<file path="src/rtl/result_piso_tx_pkg.sv">
// Shared frame layout and FSM encoding for the result serial transmitter.
package result_piso_tx_pkg;

  localparam int unsigned FRAME_W  = 32;
  localparam int unsigned RES_LSB  = 0;
  localparam int unsigned MUL_LSB  = 16;
  localparam int unsigned COUT_BIT = 31;

  typedef enum logic [1:0] {
    IDLE   = 2'd0,
    SHIFT  = 2'd1,
    PARITY = 2'd2
  } tx_state_t;

endpackage

</file>
<file path="src/rtl/result_piso_tx.sv">
// Parallel-in/serial-out transmitter for voted ALU results: captures the
// result word on LOAD and shifts it out LSB-first with optional even parity.
module result_piso_tx
  import result_piso_tx_pkg::*;
#(
  parameter bit          PARITY_EN = 1'b1,
  parameter int unsigned FRAME_W   = 32
) (
  input  logic        CLK,
  input  logic        RST,
  input  logic        LOAD,
  input  logic [15:0] RES_IN,
  input  logic [14:0] MUL_IN,
  input  logic        COUT_IN,
  input  logic        BIT_EN,
  output logic        DATA_OUT,
  output logic        TX_VALID,
  output logic        TX_LAST,
  output logic        BUSY,
  output logic        TX_DONE,
  output logic        OVERRUN
);

  if (FRAME_W != result_piso_tx_pkg::FRAME_W) begin : g_frame_w_check
    $error("result_piso_tx: FRAME_W must be 32");
  end

  localparam logic [5:0] LAST_IDX = 6'(FRAME_W - 1);

  tx_state_t          state, state_nx;
  logic [FRAME_W-1:0] sreg, sreg_nx, payload;
  logic [5:0]         cnt, cnt_nx;
  logic               par, par_nx;
  logic               data_nx, valid_nx, last_nx, busy_nx, done_nx, ovr_nx;

  always_comb begin
    payload                   = '0;
    payload[RES_LSB +: 16]    = RES_IN;
    payload[MUL_LSB +: 15]    = MUL_IN;
    payload[COUT_BIT]         = COUT_IN;
  end

  always_comb begin
    state_nx = state;
    sreg_nx  = sreg;
    cnt_nx   = cnt;
    par_nx   = par;
    done_nx  = 1'b0;
    ovr_nx   = 1'b0;
    unique case (state)
      IDLE: begin
        if (LOAD) begin
          sreg_nx  = payload;
          par_nx   = ^payload;
          cnt_nx   = '0;
          state_nx = SHIFT;
        end
      end
      SHIFT: begin
        ovr_nx = LOAD;
        if (BIT_EN) begin
          if (cnt == LAST_IDX) begin
            state_nx = PARITY_EN ? PARITY : IDLE;
            done_nx  = !PARITY_EN;
          end else begin
            cnt_nx  = cnt + 6'd1;
            sreg_nx = {1'b0, sreg[FRAME_W-1:1]};
          end
        end
      end
      PARITY: begin
        ovr_nx = LOAD;
        if (BIT_EN) begin
          state_nx = IDLE;
          done_nx  = 1'b1;
        end
      end
      default: state_nx = IDLE;
    endcase

    // Outputs are derived from the next state so they can be registered
    // while still presenting bit 0 in the cycle right after LOAD.
    busy_nx  = (state_nx != IDLE);
    valid_nx = (state_nx != IDLE);
    last_nx  = (state_nx == PARITY) ||
               (!PARITY_EN && state_nx == SHIFT && cnt_nx == LAST_IDX);
    unique case (state_nx)
      SHIFT:   data_nx = sreg_nx[0];
      PARITY:  data_nx = par_nx;
      default: data_nx = 1'b0;
    endcase
  end

  always_ff @(posedge CLK) begin
    if (RST) begin
      state    <= IDLE;
      sreg     <= '0;
      cnt      <= '0;
      par      <= 1'b0;
      DATA_OUT <= 1'b0;
      TX_VALID <= 1'b0;
      TX_LAST  <= 1'b0;
      BUSY     <= 1'b0;
      TX_DONE  <= 1'b0;
      OVERRUN  <= 1'b0;
    end else begin
      state    <= state_nx;
      sreg     <= sreg_nx;
      cnt      <= cnt_nx;
      par      <= par_nx;
      DATA_OUT <= data_nx;
      TX_VALID <= valid_nx;
      TX_LAST  <= last_nx;
      BUSY     <= busy_nx;
      TX_DONE  <= done_nx;
      OVERRUN  <= ovr_nx;
    end
  end

endmodule
</file>
<file path="config.mk">
export PLATFORM = sky130hd
export DESIGN_NAME = result_piso_tx
export DESIGN_NICKNAME = d
export VERILOG_FILES = /design/src/rtl/result_piso_tx_pkg.sv /design/src/rtl/result_piso_tx.sv
export SDC_FILE = /design/constraint.sdc
export NUM_CORES = 1
export LEC_CHECK = 0
export CAP_MARGIN = 5
export CORE_MARGIN = 2
export CORE_UTILIZATION = 30
export DETAILED_ROUTE_END_ITERATION = 6
export GPL_ROUTABILITY_DRIVEN = 0
export SYNTH_ARGS = -nofsm -noshare
export SYNTH_HDL_FRONTEND = slang
export SYNTH_SLANG_ARGS = --single-unit
</file>
<file path="constraint.sdc">
create_clock -name CLK -period 6.1 [get_ports CLK]
set_input_delay 1.22 -clock CLK [delete_from_list [all_inputs] [get_ports CLK]]
set_output_delay 1.22 -clock CLK [all_outputs]
set_load 0.005 [all_outputs]
</file>
==> metrics <==
clk buf depth 2; Yosys reg bits 46; Worst EP arrival 3.26 ns; CTS root buffer clkbuf_8; Crit Path Max Fanout 32; post-synth cell types 33; IO Count 42; number of port buffers 41; Max Clk Rate 0.326 GHz; die width 91.3 µm; net count after synthesis 305; Via Count 1946; Min Clock Period, post-route 3.06 ns; Hold Path Class flip-flop to flip-flop; syn_area_per_cell 8.77 µm²; initial core utilization 31.2%; largest net degree at the start of global routing 44; Fin Setup TNS 0 ns; number of max-cap violations 0; worst slew pin tran 1.22 ns; layout cells sized above 1 4.47%; first-pass GRT wire length 8.69 mm; Worst EP required 6.29 ns; Mapped Area 2290 µm²; Ant. Diodes 0; CTS sink count 46; TritonCTS clock tree yes; drt pass-1 iters 4; Cells after Synth 261; final number of setup-violating endpoints 0; core area 7330 µm²; hold_buf cts 0; gr usage total 12.8%; final hold vios 0; WL met2 2.26 mm; Die H 91.3 µm; CP startpoint kind input port; H-tree levels 2; DP Area 2740 µm²; Synthesis Warnings 0; initial antenna violation count 0; Remaining DRCs 0; Max IR drop VDD 0.0996 mV; Starting DRT DRC Count 123; number of setup buffers added after CTS 0; Pwr Total 0.735 mW; number of global-route vias before repair 1775; clock skew 0.00711 ns; wirelength, routed 5.23 mm; Final Slew Violations 0; Post-DP HPWL 3.57 mm; GRT Residual Overflow 0; # nets final 336; status completed; clock latency on the worst-skew pair 0.30 ns; total die area 8340 µm²; Final period util 50.2%; RSZ-0062 raised after global routing no; Avg Vias per Cell 4.99; Worst-path clk slew 0.08 ns; TritonCTS buffer count 5; DR WL/cell 13.4 µm; met1 wire length 2.68 mm; top routing layer in use met4; Rows 31; PwrDens 260 nW/µm²; WL met3 248 µm; critical path type input port to flip-flop; Critical Path Sink Type flip-flop; Rel. slew slack 18.5%; post-synthesis sequential area ratio 40.2%; CTS resizes 0; Finished Cell Area 2830 µm²; Area growth syn-to-layout 23.5%; Post-DRT Antenna Nets 0; P_leak 1.01 nW
==> registers in the layout, indices dropped and copies added (netlist names) <==
| name | count |
|---|---|
| sreg | 32 |
| cnt | 6 |
| state | 2 |
| BUSY | 1 |
| DATA_OUT | 1 |
| OVERRUN | 1 |
| TX_DONE | 1 |
| TX_LAST | 1 |
| par | 1 |
==> worst max-delay path, stage by stage <==
cell	delay, ns
clkdlybuf4s50_1	0.53
inv_1	0.11
o21ai_2	0.18
o211a_1	0.85
nand2_1	0.15
xor2_1	0.16
nor2_1	0.05
==> path summary, 6_finish.rpt <==
check	cells after the start	slack (ns)	end	startpoint
setup reg to reg	5	3.84	DATA_OUT	state[0]
hold / removal	2	0.48	cnt[1]	cnt[1]
setup / recovery	7	3.04	cnt[2]	BIT_EN
hold reg to reg	2	0.48	cnt[1]	cnt[1]
==> logic make-up (layout without fill, tap and decap cells) <==
family / Yosys count / after routing / share of synthesized area, %
adder cells (fa/ha/maj): 8 / 8 / 4.37
AND/OR/NAND/NOR: 94 / 94 / 18.7
flip-flops: 46 / 46 / 40.2
XOR/XNOR: 34 / 34 / 13.0
AO/OA/AOI/OAI: 49 / 49 / 16.9
multiplexers: 1 / 1 / 0.437
buffers and inverters: 29 / 59 / 6.34
==> stage by stage <==
stage          instances  utilization [%]  hold WS [ns]  setup WS [ns]
2_1_floorplan        261                -         0.449           3.55
3_5_place_dp         384             37.4         0.473           2.74
3_3_place_gp         384             37.4         0.464           2.80
6_report             390             38.5         0.481           3.04
4_1_cts              390             38.5         0.485           3.04
5_1_grt              390             38.5         0.506           2.88
==> synth_stat cells (all sizes together) <==
library cell,n,area share (%)
o22ai,1,0.27
nor2b,2,0.55
xor2,4,1.5
o211ai,2,0.66
a221oi,30,11
nand3,4,0.87
a222oi,1,0.44
a21o,2,0.66
nor2,41,6.7
dfxtp,46,40
o21ai,6,1.5
o211a,1,0.44
clkbuf,12,2.0
inv,8,1.3
and2,1,0.27
ha,8,4.4
and3b,1,0.38
xnor2,30,11
a21oi,4,0.87
nand2b,1,0.27
buf,9,3.0
a31oi,1,0.27
mux2i,1,0.44
or3,3,0.82
nor3,34,7.7
a211oi,1,0.33
nand2,7,1.1
==> power breakdown <==
part           switching (mW)  internal, mW
registers              0.0154         0.331
clock network          0.0977        0.0876
logic                   0.104        0.0997
==> final cells by class <==
| class | count | area [µm²] |
|---|---|---|
| timing repair buffer | 45 | 440 |
| fill | 739 | 4510 |
| tap | 99 | 124 |
| sequential | 46 | 921 |
| clock buffer | 6 | 82.6 |
| inverter | 8 | 30.0 |
| multi-input combinational | 186 | 1230 |
==> layout by cell type, fill, tap and decap left out, types with 2 or more instances in the layout <==
| cell | count |
|---|---|
| a21o_1 | 2 |
| a21oi_1 | 4 |
| a221oi_1 | 30 |
| buf_4 | 4 |
| clkbuf_8 | 6 |
| clkdlybuf4s50_1 | 41 |
| dfxtp_1 | 46 |
| ha_1 | 8 |
| inv_1 | 8 |
| nand2_1 | 7 |
| nand3_1 | 4 |
| nor2_1 | 41 |
| nor2b_1 | 2 |
| nor3_1 | 32 |
| nor3_2 | 2 |
| o211ai_1 | 2 |
| o21ai_0 | 4 |
| or3_1 | 3 |
| xnor2_1 | 30 |
| xor2_1 | 4 |
==> layer usage <==
layer  up-vias  track usage, %
met4         0            3.41
met3         7            2.99
met5         -               0
met2        59            18.6
li1        981               -
met1       899            18.9
No activity file was read; power rests on OpenSTA's default activity.
